$ cat src/rtl/song_pkg.sv
`default_nettype none
// song_pkg: shared state encoding, song-entry layout and octave codes for song_player.
package song_pkg;

  typedef enum logic [1:0] {
    IDLE  = 2'd0,
    FETCH = 2'd1,
    PLAY  = 2'd2,
    GAP   = 2'd3
  } state_t;

  localparam int ENTRY_W  = 10;
  localparam int NOTE_LSB = 0;
  localparam int NOTE_W   = 4;
  localparam int OCT_LSB  = 4;
  localparam int OCT_W    = 2;
  localparam int DUR_LSB  = 6;
  localparam int DUR_W    = 4;

  localparam logic [OCT_W-1:0]  OCT_BASE     = 2'b00;
  localparam logic [OCT_W-1:0]  OCT_UP       = 2'b01;
  localparam logic [OCT_W-1:0]  OCT_DOWN     = 2'b10;
  localparam logic [OCT_W-1:0]  OCT_BASE_ALT = 2'b11;
  localparam logic [DUR_W-1:0]  END_DUR      = 4'd0;
  localparam logic [NOTE_W-1:0] MAX_NOTE     = 4'd7;

  function automatic logic [NOTE_W-1:0] entry_note(input logic [ENTRY_W-1:0] e);
    return e[NOTE_LSB +: NOTE_W];
  endfunction

  function automatic logic [OCT_W-1:0] entry_oct(input logic [ENTRY_W-1:0] e);
    return e[OCT_LSB +: OCT_W];
  endfunction

  function automatic logic [DUR_W-1:0] entry_dur(input logic [ENTRY_W-1:0] e);
    return e[DUR_LSB +: DUR_W];
  endfunction

endpackage
`default_nettype wire

$ cat src/rtl/song_rom.sv
`default_nettype none
// song_rom: synchronous-read song table, ROM_DEPTH x ENTRY_W, one cycle of read latency.
module song_rom
  import song_pkg::*;
#(
  parameter int ROM_DEPTH = 64,
  parameter int AW        = 6
) (
  input  logic               clk,
  input  logic [AW-1:0]      addr,
  output logic [ENTRY_W-1:0] data
);

  // The song image (init file) is loaded into mem by the memory-initialisation flow.
  logic [ENTRY_W-1:0] mem [ROM_DEPTH];

  always_ff @(posedge clk) begin
    data <= mem[addr];
  end

endmodule
`default_nettype wire

$ cat src/rtl/song_player.sv
`default_nettype none
// song_player: steps through song_rom entries with tick-based durations and lets a
// live key duck the playback voice while the sequencer keeps running underneath.
module song_player
  import song_pkg::*;
#(
  parameter int TICK_CYCLES = 12_500_000,
  parameter int ROM_DEPTH   = 64
) (
  input  logic       clk,
  input  logic       rst,
  input  logic [3:0] key_note,
  input  logic       key_oct_up,
  input  logic       key_oct_down,
  input  logic       play_start,
  input  logic       play_stop,
  output logic [3:0] note,
  output logic       octave_up,
  output logic       octave_down,
  output logic       en,
  output logic       busy,
  output logic       done
);

  localparam int AW = (ROM_DEPTH > 1) ? $clog2(ROM_DEPTH) : 1;
  localparam int TW = $clog2(TICK_CYCLES);
  localparam logic [AW-1:0] ADDR_LAST = AW'(ROM_DEPTH - 1);
  localparam logic [TW-1:0] TICK_LAST = TW'(TICK_CYCLES - 1);

  state_t             state, state_nxt;
  logic [AW-1:0]      addr, addr_nxt;
  logic [TW-1:0]      tick_cnt, tick_nxt;
  logic [DUR_W-1:0]   dur_cnt, dur_nxt;
  logic [ENTRY_W-1:0] rom_data, cur_entry, entry;
  logic [NOTE_W-1:0]  entry_n, note_nxt;
  logic               tick, key_live, done_nxt, up_nxt, down_nxt;

  // The ROM is addressed with the next address so the entry is ready during FETCH.
  song_rom #(
    .ROM_DEPTH(ROM_DEPTH),
    .AW       (AW)
  ) u_rom (
    .clk (clk),
    .addr(addr_nxt),
    .data(rom_data)
  );

  assign tick = (tick_cnt == TICK_LAST);

  always_ff @(posedge clk or posedge rst) begin
    if (rst) begin
      state     <= IDLE;
      addr      <= '0;
      tick_cnt  <= '0;
      dur_cnt   <= '0;
      cur_entry <= '0;
    end else begin
      state    <= state_nxt;
      addr     <= addr_nxt;
      tick_cnt <= tick_nxt;
      dur_cnt  <= dur_nxt;
      if (state == FETCH) begin
        cur_entry <= rom_data;
      end
    end
  end

  always_comb begin
    state_nxt = state;
    addr_nxt  = addr;
    tick_nxt  = tick_cnt;
    dur_nxt   = dur_cnt;
    done_nxt  = 1'b0;

    case (state)
      IDLE: begin
      end
      FETCH: begin
        if (entry_dur(rom_data) == END_DUR) begin
          state_nxt = IDLE;
          done_nxt  = 1'b1;
        end else begin
          state_nxt = PLAY;
          tick_nxt  = '0;
          dur_nxt   = entry_dur(rom_data);
        end
      end
      PLAY: begin
        if (tick) begin
          tick_nxt = '0;
          dur_nxt  = dur_cnt - 1'b1;
          if (dur_cnt == 4'd1) begin
            state_nxt = GAP;
          end
        end else begin
          tick_nxt = tick_cnt + 1'b1;
        end
      end
      GAP: begin
        if (tick) begin
          tick_nxt = '0;
          if (addr == ADDR_LAST) begin
            state_nxt = IDLE;
            done_nxt  = 1'b1;
          end else begin
            state_nxt = FETCH;
            addr_nxt  = addr + 1'b1;
          end
        end else begin
          tick_nxt = tick_cnt + 1'b1;
        end
      end
      default: state_nxt = IDLE;
    endcase

    // Stop overrides start and suppresses any end-of-song pulse.
    if (play_stop) begin
      state_nxt = IDLE;
      done_nxt  = 1'b0;
      tick_nxt  = '0;
      dur_nxt   = '0;
    end else if (play_start) begin
      state_nxt = FETCH;
      addr_nxt  = '0;
      tick_nxt  = '0;
      done_nxt  = 1'b0;
    end
  end

  always_comb begin
    entry    = (state == FETCH) ? rom_data : cur_entry;
    entry_n  = entry_note(entry);
    key_live = (key_note != 4'd0) && (key_note <= MAX_NOTE);
    note_nxt = '0;
    up_nxt   = 1'b0;
    down_nxt = 1'b0;
    if (key_live) begin
      note_nxt = key_note;
      up_nxt   = key_oct_up & ~key_oct_down;
      down_nxt = key_oct_down & ~key_oct_up;
    end else if (state_nxt == PLAY) begin
      note_nxt = (entry_n <= MAX_NOTE) ? entry_n : '0;
      up_nxt   = (entry_oct(entry) == OCT_UP);
      down_nxt = (entry_oct(entry) == OCT_DOWN);
    end
  end

  always_ff @(posedge clk or posedge rst) begin
    if (rst) begin
      note        <= '0;
      octave_up   <= 1'b0;
      octave_down <= 1'b0;
      en          <= 1'b0;
      busy        <= 1'b0;
      done        <= 1'b0;
    end else begin
      note        <= note_nxt;
      octave_up   <= up_nxt;
      octave_down <= down_nxt;
      en          <= (note_nxt != 4'd0);
      busy        <= (state_nxt != IDLE);
      done        <= done_nxt;
    end
  end

endmodule
`default_nettype wire

$ cat config.mk
export PLATFORM = sky130hd
export DESIGN_NAME = song_player
export DESIGN_NICKNAME = d
export VERILOG_FILES = /design/src/rtl/song_pkg.sv /design/src/rtl/song_rom.sv /design/src/rtl/song_player.sv
export SDC_FILE = /design/constraint.sdc
export NUM_CORES = 1
export LEC_CHECK = 0
export ABC_AREA = 0
export CORE_ASPECT_RATIO = 1.1
export CORE_MARGIN = 10
export CORE_UTILIZATION = 40
export DETAILED_ROUTE_END_ITERATION = 10
export HOLD_SLACK_MARGIN = 0.08
export PLACE_DENSITY = 0.64
export SYNTH_ARGS = -nofsm -noshare
export SYNTH_HDL_FRONTEND = slang
export SYNTH_HIERARCHICAL = 1
export SYNTH_SLANG_ARGS = --single-unit
$ cat constraint.sdc
create_clock -name clk -period 3.2 [get_ports clk]
set_clock_uncertainty 0.05 [all_clocks]
set_input_delay 0.96 -clock clk [delete_from_list [all_inputs] [get_ports clk]]
set_output_delay 0.96 -clock clk [all_outputs]
set_load 0.01 [all_outputs]
# == After elaboration in Yosys (flattened, before gate mapping) ==
# Index checks and enable logic that the tools add are counted.
# word_totals
register_bits,61
input_bits,10
out_inout_bits,9
word_cells,79
# classes
n_addsub,3
magnitude_cmp,2
n_eq_ne,12
muxes,36
n_bitwise,4
n_reduce_logical,10
# ops
op,n
2-to-1 mux 24 bit,4
one-hot mux 24 bit (2 select lines),1
2-to-1 mux 6 bit,6
"adder 24 x 1 -> 24 bit, second input constant",1
"equality test 24 bit, second input constant",1
2-to-1 mux 4 bit,6
2-to-1 mux 2 bit,6
nonzero test 4 bit,3
2-to-1 mux 1 bit,10
"equality test 2 bit, second input constant",4
"less-or-equal comparator 4 x 3 -> 1 bit, second input constant",2
one-hot mux 4 bit (2 select lines),1
"adder 6 x 1 -> 6 bit, second input constant",1
"equality test 6 bit, second input constant",1
"!= test 3 bit, second input constant",2
one-hot mux 2 bit (3 select lines),1
"equality test 2 x 1 -> 1 bit, second input constant",2
"equality test 4 x 1 -> 1 bit, second input constant",1
logical NOT 4 bit,1
"!= test 4 bit, second input constant",1
"subtractor 4 x 1 -> 4 bit, second input constant",1
AND reduction 3 bit,1
nonzero test 3 bit,1
AND 1 bit,2
other kinds (6),7

# == Depth between registers and ports, before layout ==
# Gate-level depths: netlist of the first run.
# logic_depth
ltp_word,10
mapped_depth,8
mapped_depth_nobuf,6

# == Modules after synthesis ==
# Netlist of the first run, hierarchy kept.
# by_module_without_submodules
mod,n_inst,cells_per_inst,area_per_inst_um2,seq_area_each_um2
song_player,1,290,2720.1,1276.2
song_rom,1,11,78.8,0.0

# == Least setup slack after synthesis of the first run ==
# OpenSTA, ideal clock, no wires.
# synth_timing
path_kind,register -> register
from,reg tick_cnt[0]
to,reg addr[2]
t_arrival_ps,2285
required_ps,3073
setup_slack_ps,788
stages_incl_launch_ff,8
n_path_buf,1
cell_sequence,dfrtp_1 -> ha_1 -> nand2_1 -> or4_1 -> buf_2 -> or4_4 -> or3_1 -> a21oi_1
# synth_between
elab_chain_cells,5
# synth_rtl
element,line_no,source
"start, declared",song_player.sv:32,"logic [TW-1:0] tick_cnt, tick_nxt;"
"start signal, assigned",song_player.sv:60,tick_cnt <= tick_nxt;
equality test 24 bit *,song_player.sv:48,assign tick = (tick_cnt == TICK_LAST);
2-to-1 mux 6 bit *,song_player.sv:100,if (tick) begin
2-to-1 mux 6 bit *,song_player.sv:75,case (state)
2-to-1 mux 6 bit,song_player.sv:122,end else if (play_start) begin
2-to-1 mux 6 bit *,song_player.sv:117,if (play_stop) begin
net addr_nxt[2],song_player.sv:31,"logic [AW-1:0] addr, addr_nxt;"
"end signal, assigned",song_player.sv:59,addr <= addr_nxt;
"end, declared",song_player.sv:31,
# The timed path passes the listed nets; every way through them passes the cells marked *.
# A chain may end at the register's enable or synchronous reset.

# == Final worst setup path of the first run ==
# Ends and elaborated chain as after synthesis.

==> metrics.md, run 1 <==
| Metric | Value |
|---|---|
| Outcome | `complete, no violations` |
| Final hold violations | `0` |
| Num CTS Buffers | `5` |
| Core Rows | `31` |
| 1st-pass router iterations | `4` |
| Antenna violations before repair | `0` |
| Cell leakage power | `1.34 nW` |
| Least-Margin Pin Slew | `0.976 ns` |
| IO Pins | `19` |
| Maxcap violations | `0` |
| Layout cells sized above 1 | `9.26%` |
| Die W | `99.8 um` |
| Post-CTS Hold Fix Bufs | `0` |
| CTS tree | `yes` |
| VDD IR max | `0.173 mV` |
| Largest net degree at the start of global routing | `25` |
| Via count | `2270` |
| FF+latch count, synth | `51` |
| Max-slew violations | `0` |
| Final Hold Slack | `0.464 ns` |
| Core box area | `6710 um^2` |
| Slew HR | `34.4%` |
| Post-detail-place hpwl | `4360 um` |
| Min Tclk post-route | `2.61 ns` |
| Wire per inst | `14.6 um` |
| RSZ-0062 raised after global routing | `no` |
| HP Class | `flip-flop to flip-flop` |
| Routed vias/inst | `5.59` |
| Ys async rst share | `100%` |
| Cell Area, Synth | `2800 um^2` |
| Post-route ant nets | `0` |
| Post-synthesis sequential area ratio | `45.6%` |
| CP peak stage delay | `0.68 ns` |
| Prevailing post-synth register cell | `dfrtp_1` |
| Worst setup EP type | `flip-flop` |
| Syn Inst Count | `301` |
| Port buffer count | `18` |
| CP max-delay cell | `or4_1` |
| Worst-path clk slew | `0.09 ns` |
| CTS root buf | `clkbuf_8` |
| Die Y | `108 um` |
| Yosys warning count | `6` |
| Crit path max fanout | `6` |
| EDFF count, synth | `0` |
| Die area | `10700 um^2` |
| DRC viols | `0` |
| Vias in the first global route | `2202` |
| GRT overflow | `0` |
| First-pass GRT wire length | `10400 um` |
| CP startpoint kind | `flip-flop` |
| WL final | `5940 um` |
| Nets | `337` |
| Fin crit share | `81.6%` |
| Initial Util | `41.7%` |
| WS Path Type | `flip-flop to flip-flop` |
| Crit path cell chain | `ha_1 > nand2_1 > or4_1 > or4_4 > or3_1 > a21oi_1` |
| Dpl cell area | `3060 um^2` |
| Mean post-synth cell area | `9.30 um^2` |
| Clk Latency, worst-skew pair | `0.31 ns` |
| Synthesis-to-layout area growth | `12.2%` |
| Fmax | `383 MHz` |
| Unique masters post-synth | `55` |
| Register area | `1280 um^2` |
| Final RePlAce weighted congestion | `0.840` |
| Post CTS Setup Buffer Count | `0` |
| CTS sink cnt | `51` |
| Htree depth | `2` |
| N_diodes | `0` |
| Pwr/cell area | `373 nW/um^2` |
| Gr usage total | `11.7%` |
| Final setup viols | `0` |
| Initial DRC Count | `171` |
| Worst EP required | `3.39 ns` |
| Worst EP arrival | `2.80 ns` |
| Fillers | `652` |
| Clock buffer depth | `2` |
| Post_cts resized | `0` |
| Final TNS setup | `0 ns` |
| Multi-input logic area | `1380 um^2` |
| Design area | `3140 um^2` |
## worst paths after layout
path                                end  cells after the start         start  slack, ns
min reg2reg                cur_entry[2]                      2  cur_entry[2]       0.46
max reg2reg                     addr[2]                      6   tick_cnt[0]       0.59
min in group asynchronous  tick_cnt[10]                      2           rst       0.85
min                        cur_entry[2]                      2  cur_entry[2]       0.46
max                             addr[2]                      6   tick_cnt[0]       0.59
max in group asynchronous  cur_entry[0]                      3           rst       1.65
## metrics by stage
stage | power, mW | util (%) | setup WS [ns] | std cells
6_report | 1.17 | 46.8 | 0.589 | 406
3_5_place_dp | 0.824 | 45.6 | 0.397 | 398
5_1_grt | 1.23 | 46.8 | 0.473 | 406
4_1_cts | 1.19 | 46.8 | 0.585 | 406
2_1_floorplan | 0.781 | - | 0.788 | 310
3_3_place_gp | 0.822 | 45.6 | 0.533 | 398
## synthesized netlist by cell type, types with 4 or more instances
master / number / share of area (%)
a21oi_1: 10 / 1.8
a31oi_1: 9 / 2.0
and3_1: 10 / 2.2
buf_4: 10 / 2.7
clkbuf_1: 8 / 1.1
dfrtp_1: 51 / 46
ha_1: 4 / 1.8
inv_1: 14 / 1.9
mux2i_1: 5 / 1.8
nand2_1: 23 / 3.1
nand3_1: 15 / 2.7
nand3b_1: 4 / 1.1
nand4_1: 13 / 2.9
nor2_1: 27 / 3.6
nor3_1: 12 / 2.1
nor4_1: 6 / 1.3
o21ai_0: 8 / 1.4
o32ai_1: 4 / 1.3
or2_2: 4 / 0.89
xor2_1: 11 / 3.4
## report_power, final
part / internal, mW / switching, mW / total, mW
Clock: 0.154 / 0.209 / 0.363
Sequential: 0.667 / 0.0110 / 0.678
Combinational: 0.0581 / 0.0744 / 0.133
## state kept, by name, indices dropped and copies added, names as in the netlist
name,flops
dur_cnt,4
addr,6
done,1
busy,1
en,1
tick_cnt,24
state,2
octave_up,1
cur_entry,6
note,4
octave_down,1
## placed cells by master (no fill, tap or decap), types with 3 or more instances in the layout
cell             synthesis  routed
a21oi_1                 10      10
a31oi_1                  9       9
and3_1                  10      10
buf_4                   10       9
clkbuf_8                 0       5
clkdlybuf4s50_1          0      18
conb_1                   2      11
dfrtp_1                 51      51
ha_1                     4       4
inv_1                   14      13
mux2_2                   3       3
mux2i_1                  5       5
nand2_1                 23      23
nand3_1                 15      15
nand3b_1                 4       4
nand4_1                 13      13
nor2_1                  27      27
nor2b_1                  3       3
nor3_1                  12      12
nor4_1                   6       6
o21ai_0                  8       8
o32ai_1                  4       4
or2_2                    4       4
or4_1                    3       3
xor2_1                  11      11
## per-layer routing
layer	track usage (%)	vias up	wire, um
li1	-	1121	-
met5	0	-	0
met2	18.1	59	2680
met4	4.20	0	79
met3	3.08	6	345
met1	15.3	1084	2830
## critical path: cells and delay by family (launching register included)
kind	cells	cell delay, ns
and+or+nand+nor	4	1.73
DFF	1	0.42
adders and majority gates	1	0.21
AOI/OAI and AO/OA	1	0.14
## cell families after synthesis
logic type      count (synthesis)  share of synthesized area [%]
compound gates                 56                           13.9
xor+xnor                       13                           4.07
fa+ha+maj                       4                           1.79
buf+inv                        35                           6.26
flops                          51                           45.6
mux                             8                           3.00
other cells                     2                          0.268
simple gates                  132                           25.1
## cell type report
class                   count  area share, %
repair buffers             27           7.89
multi-input cells         224           44.0
flip-flops and latches     51           40.6
well taps                  82           3.27
clock buffers               7           2.43
inverters                  14           1.67
clock inverters             1          0.159
(Power assumes the default switching activity.)
==> run 2: changes to the inputs <==
Settings changed: PLACE_DENSITY 0.64 to 0.66.
Clock period 3.2 ns to 2.13 ns, I/O delays scaled along.
==> metrics.md, run 2 (same netlist as run 1, synthesis figures left out) <==
| Metric | Value |
|---|---|
| Initial Util | `41.7% (unchanged)` |
| Gr usage total | `13.0% (+1.3 points)` |
| First-pass GRT wire length | `11800 um (+13%)` |
| CTS root buf | `clkbuf_8` |
| Hold Path Cell Cnt | `2 (unchanged)` |
| Commonest non-fill, non-tap cell in the layout | `dfrtp_1` |
| Failing checks | `negative setup slack` |
| N_diodes | `0 (unchanged)` |
| Worst-path clk slew | `0.09 ns (about the same)` |
| Synthesis-to-layout area growth | `28.6%` |
| CP startpoint kind | `flip-flop` |
| CTS tree | `yes` |
| Clk Latency, worst-skew pair | `0.31 ns (about the same)` |
| Outcome | `complete, but fails checks` |
| DRC viols | `0 (unchanged)` |
| Final setup viols | `1 (+1)` |
| Reg2Reg Depth | `5 (-1)` |
| Initial DRC Count | `142 (-17%)` |
| Port buffer count | `18 (unchanged)` |
| GRT overflow | `0 (unchanged)` |
| 1st-pass router iterations | `4 (unchanged)` |
| WS Path Type | `flip-flop to flip-flop` |
| Most frequent cells in the layout | `51 x dfrtp_1, 49 x buf_4, 26 x nor2_1` |
| Die W | `99.8 um (unchanged)` |
| Via count | `2472 (+8.9%)` |
| Most flops, register | `tick_cnt` |
| Maxcap violations | `0 (unchanged)` |
| Min Tclk post-route | `2.18 ns (-0.428 ns)` |
| Pwr/cell area | `533 nW/um^2 (+43%)` |
| Core box area | `6710 um^2 (unchanged)` |
| Num CTS Buffers | `5 (unchanged)` |
| Die area | `10700 um^2 (unchanged)` |
| Worst EP required | `2.33 ns (-1.06 ns)` |
| Die Y | `108 um (unchanged)` |
| Post-CTS Hold Fix Bufs | `0 (unchanged)` |
| Final RePlAce weighted congestion | `0.888 (+5.7%)` |
| Crit path max fanout | `4 (-2)` |
| Post-route ant nets | `0 (unchanged)` |
| Vias in the first global route | `2546 (+16%)` |
| Final worst slack | `-0.0529 ns (-0.642 ns)` |
| Core Rows | `31 (unchanged)` |
| CTS sink cnt | `51 (unchanged)` |
| Largest regs | `tick_cnt x24, addr x6, cur_entry x6` |
| Layout cells sized above 1 | `23.4% (+14 points)` |
| HP Class | `flip-flop to flip-flop` |
| WL final | `6540 um (+10%)` |
| Dpl cells | `440 (+11%)` |
| Dpl cell area | `3440 um^2 (+12%)` |
| Final hold violations | `0 (unchanged)` |
| Worst setup EP type | `flip-flop` |
| Fin crit share | `102% (+21 points)` |
| Wire per inst | `14.6 um (-0.47%)` |
| Clock buffer depth | `2 (unchanged)` |
| Nets | `381 (+13%)` |
| Design area | `3600 um^2 (+15%)` |
| Cell leakage power | `1.60 nW (+19%)` |
| Routed vias/inst | `5.51 (-1.5%)` |
| Htree depth | `2 (unchanged)` |
| Max reg flops | `24 (unchanged)` |
| Max-slew violations | `0 (unchanged)` |
| Fmax | `458 MHz (+20%)` |
| RSZ-0062 raised after global routing | `yes` |
| Post-detail-place hpwl | `4990 um (+14%)` |
| Non-filler cells, final | `449 (+11%)` |
| VDD IR max | `0.301 mV (+74%)` |
| IO Pins | `19 (unchanged)` |
| Antenna violations before repair | `0 (unchanged)` |
| Worst EP arrival | `2.38 ns (-0.42 ns)` |
| Largest net degree at the start of global routing | `21 (-16%)` |
run 2: cell count changes in the layout (fill, tap and decap cells not counted), moves of 2 or more:
cell,delta
nor4_1,-2
nor3_1,-2
buf_4,+40
nor3_2,+2
o21ai_0,-2
o21ai_1,+2
buf_12,+4
nor4_2,+2
clkbuf_1,-2
run 2: power breakdown:
part	internal, mW	switching (mW)
Sequential	1.00	0.0150
Combinational	0.109	0.122
Clock	0.344	0.326
run 2: critical path, cell delays in order (launching register included):
cell,delay (ns)
dfrtp_1,0.39
or2_4,0.25
or4_4,0.56
or4_4,0.43
or3_4,0.34
a21oi_2,0.11
run 2: cell type report:
| cell class | instances | area, um^2 |
|---|---|---|
| Fill cell | 619 | 3110 |
| Multi-Input combinational cell | 224 | 1430 |
| Sequential cell | 51 | 1280 |
| Timing Repair Buffer | 71 | 628 |
| Tap cell | 82 | 103 |
| Clock buffer | 5 | 68.8 |
| Inverter | 14 | 52.6 |
| Clock inverter | 2 | 37.5 |
run 2: repair_timing:
action                     CTS  global route
buffers inserted             2             0
setup endpoints to repair    6            22
hold endpoints to repair     0             0
pin swaps                    5             8
resized for setup            3             7
run 2: final timing paths:
| check | slack [ns] | end | startpoint |
|---|---|---|---|
| max in group asynchronous | 1.00 | tick_cnt[6] | rst |
| worst min-delay path | 0.47 | cur_entry[0] | cur_entry[0] |
| worst min register to register | 0.47 | cur_entry[0] | cur_entry[0] |
| worst max register to register | -0.05 | addr[2] | tick_cnt[8] |
| worst max-delay path | -0.05 | addr[2] | tick_cnt[8] |
| min in group asynchronous | 0.58 | cur_entry[5] | rst |
run 2: through the flow:
stage	power (mW)	hold WS (ns)	setup slack, ns	util, %	TNS (ns)
5_1_grt	2.02	0.506	-0.129	53.6	-0.708
3_3_place_gp	1.26	0.442	-0.132	51.2	-1.18
2_1_floorplan	1.17	0.415	-0.166	-	-1.86
3_5_place_dp	1.27	0.453	-0.177	51.2	-1.67
4_1_cts	1.94	0.467	-0.0599	53.3	-0.0664
6_report	1.92	0.472	-0.0529	53.6	-0.0529
run 2: per-layer routing:
layer	vias up	track usage [%]	share of wire, %	wire length (um)
li1	1218	-	-	-
met3	11	3.98	4.5	293
met5	-	0	0	0
met4	0	4.61	1.1	75
met1	1209	16.0	47	3100
met2	34	21.0	47	3070
==> run 3: changes to the inputs <==
Settings changed: RECOVER_POWER set to 25.
==> metrics.md, run 3 (same netlist as run 1, synthesis figures left out) <==
| Metric | Value |
|---|---|
| Initial DRC Count | `142 (unchanged)` |
| Reg2Reg Depth | `5 (unchanged)` |
| Flop-to-flop setup slack | `-0.05 ns (about the same)` |
| Vias in the first global route | `2546 (unchanged)` |
| M1 GR Usage | `16.0% (unchanged)` |
| Min Tclk post-route | `2.18 ns (-0.0000622 ns)` |
| Slew HR | `53.2%` |
| N_diodes | `0 (unchanged)` |
| Routed vias/inst | `5.49 (-0.32%)` |
| Most flops, register | `tick_cnt` |
| Die area | `10700 um^2 (unchanged)` |
| CP peak stage delay | `0.56 ns (about the same)` |
| CTS sink cnt | `51 (unchanged)` |
| Initial Util | `41.7% (unchanged)` |
| CP startpoint kind | `flip-flop` |
| Final TNS setup | `-0.0529 ns (+0.0000622 ns)` |
| Cell leakage power | `1.60 nW (-0.24%)` |
| Synthesis-to-layout area growth | `28.0%` |
| CTS root buf | `clkbuf_8` |
| Antenna violations before repair | `0 (unchanged)` |
| Met2 global-route usage | `21.0% (unchanged)` |
| Clk Latency, worst-skew pair | `0.31 ns (about the same)` |
| Non-filler cells, final | `449 (unchanged)` |
| Die W | `99.8 um (unchanged)` |
| Core box area | `6710 um^2 (unchanged)` |
| CTS tree | `yes` |
| Gr usage total | `13.0% (unchanged)` |
| Core Rows | `31 (unchanged)` |
| Nets | `381 (unchanged)` |
| GRT overflow | `0 (unchanged)` |
| Outcome | `complete, but fails checks` |
| Post-route ant nets | `0 (unchanged)` |
| WL final | `6540 um (unchanged)` |
| Worst hold path startpoint | `cur_entry[0]` |
| Clock buffer depth | `2 (unchanged)` |
| Final worst slack | `-0.0529 ns (+0.0000622 ns)` |
| 1st-pass router iterations | `4 (unchanged)` |
| Fillers | `621 (+0.32%)` |
| M3 GR Usage | `3.98% (unchanged)` |
| CP dominant cell by count | `or4_4` |
| First-pass GRT wire length | `11800 um (unchanged)` |
| Worst-path clk slew | `0.09 ns (about the same)` |
| Commonest non-fill, non-tap cell in the layout | `dfrtp_1` |
| Design area | `3580 um^2 (-0.42%)` |
| Post-detail-place hpwl | `4990 um (unchanged)` |
| Dpl cell area | `3440 um^2 (unchanged)` |
| Fin crit share | `102% (about the same)` |
| Multi-input logic area | `1430 um^2 (unchanged)` |
| GR peak layer | `met2` |
| Crit path max fanout | `4 (unchanged)` |
| Max-slew violations | `0 (unchanged)` |
| Dpl cells | `440 (unchanged)` |
| DRC viols | `0 (unchanged)` |
| Worst EP arrival | `2.38 ns (about the same)` |
| Maxcap violations | `0 (unchanged)` |
| Max reg flops | `24 (unchanged)` |
| IO Pins | `19 (unchanged)` |
| Largest regs | `tick_cnt x24, addr x6, cur_entry x6` |
| RSZ-0062 raised after global routing | `yes` |
| Reg2Reg Capture Point | `addr[2]` |
| Port buffer count | `18 (unchanged)` |
| Pwr/cell area | `534 nW/um^2 (+0.20%)` |
| Critical R2R Launch | `tick_cnt[8]` |
| Hold Path Cell Cnt | `2 (unchanged)` |
| Num CTS Buffers | `5 (unchanged)` |
| Via count | `2464 (-0.32%)` |
| Fmax | `458 MHz (about the same)` |
| Hold endpoint | `cur_entry[0]` |
| Post-CTS Hold Fix Bufs | `0 (unchanged)` |
| VDD IR max | `0.301 mV (about the same)` |
| CP max-delay cell | `or4_4` |
| Worst setup EP type | `flip-flop` |
| Wire per inst | `14.6 um (unchanged)` |
| WS Path Type | `flip-flop to flip-flop` |
| Final RePlAce weighted congestion | `0.888 (unchanged)` |
| Largest net degree at the start of global routing | `21 (unchanged)` |
| Die Y | `108 um (unchanged)` |
| Final hold violations | `0 (unchanged)` |
| Final setup viols | `1 (unchanged)` |
| Crit path cell chain | `or2_4 > or4_4 > or4_4 > or3_4 > a21oi_2` |
| Layout cells sized above 1 | `23.2% (-0.27 points)` |
| HP Class | `flip-flop to flip-flop` |
| Power Total | `1.91 mW (-0.22%)` |
| Failing checks | `negative setup slack` |
| Htree depth | `2 (unchanged)` |
| Most frequent cells in the layout | `51 x dfrtp_1, 49 x buf_4, 26 x nor2_1` |
| Register area | `1280 um^2 (unchanged)` |
| Least-Margin Pin Slew | `0.701 ns` |
| Worst EP required | `2.33 ns (about the same)` |
==> run 3: cell types whose count changed in the layout (fill, tap and decap cells not counted) <==
cell and change:
clkdlybuf4s50_1 -1, clkbuf_2 +1, inv_2 -1, inv_1 +1
dlygate4sd3_1 +1, buf_12 -1
==> run 3: how the worst max path moves through the flow <==
stage	startpoint	endpoint	slack, ns	cells after the start
6_report	tick_cnt[8]	addr[2]	-0.05	5
5_1_grt	tick_cnt[8]	addr[2]	-0.13	5
3_3_place_gp	play_stop	note[2]	-0.13	6
3_5_place_dp	play_stop	octave_up	-0.18	7
4_1_cts	tick_cnt[0]	addr[2]	-0.06	6
2_1_floorplan	tick_cnt[8]	addr[2]	-0.17	6
==> run 3: through the flow <==
step                      hold WS, ns  utilization [%]  worst slack (ns)
after floorplan                 0.415                -            -0.166
after global placement          0.442             51.2            -0.132
after CTS                       0.467             53.3           -0.0599
after global routing            0.506             53.4            -0.129
after detailed placement        0.453             51.2            -0.177
final                           0.472             53.4           -0.0529
==> run 3: cell type report <==
cell class,instances,area share [%]
clock inverters,2,1.05
inverters,14,1.47
repair buffers,71,17.1
flip-flops and latches,51,35.6
clock buffers,5,1.92
multi-input cells,224,40.0
well taps,82,2.86
==> run 3: routing by layer <==
| metal | vias to the layer above | wire, um |
|---|---|---|
| li1 | 1218 | - |
| met1 | 1201 | 3100 |
| met2 | 34 | 3060 |
| met3 | 11 | 296 |
| met4 | 0 | 75 |
| met5 | - | 0 |
==> run 3: repair_timing <==
item                                    in CTS  in global routing
resized for setup                            3                  7
pin swaps                                    5                  8
buffers inserted                             2                  0
endpoints found under the setup margin       6                 22
cloned                                       0                  0
==> run 3: where the power goes <==
part	total (mW)	internal (mW)	switching, mW	leakage, nW
logic	0.227	0.105	0.122	0.860
clock network	0.670	0.344	0.326	0.0502
registers	1.02	1.00	0.0150	0.686
total	1.91	1.45	0.463	1.60
==> run 3: worst max-delay path: cells and delay by family (launching register included) <==
| family | cells | cell delay [ns] |
|---|---|---|
| AOI/OAI and AO/OA | 1 | 0.11 |
| and+or+nand+nor | 4 | 1.58 |
| DFF | 1 | 0.39 |
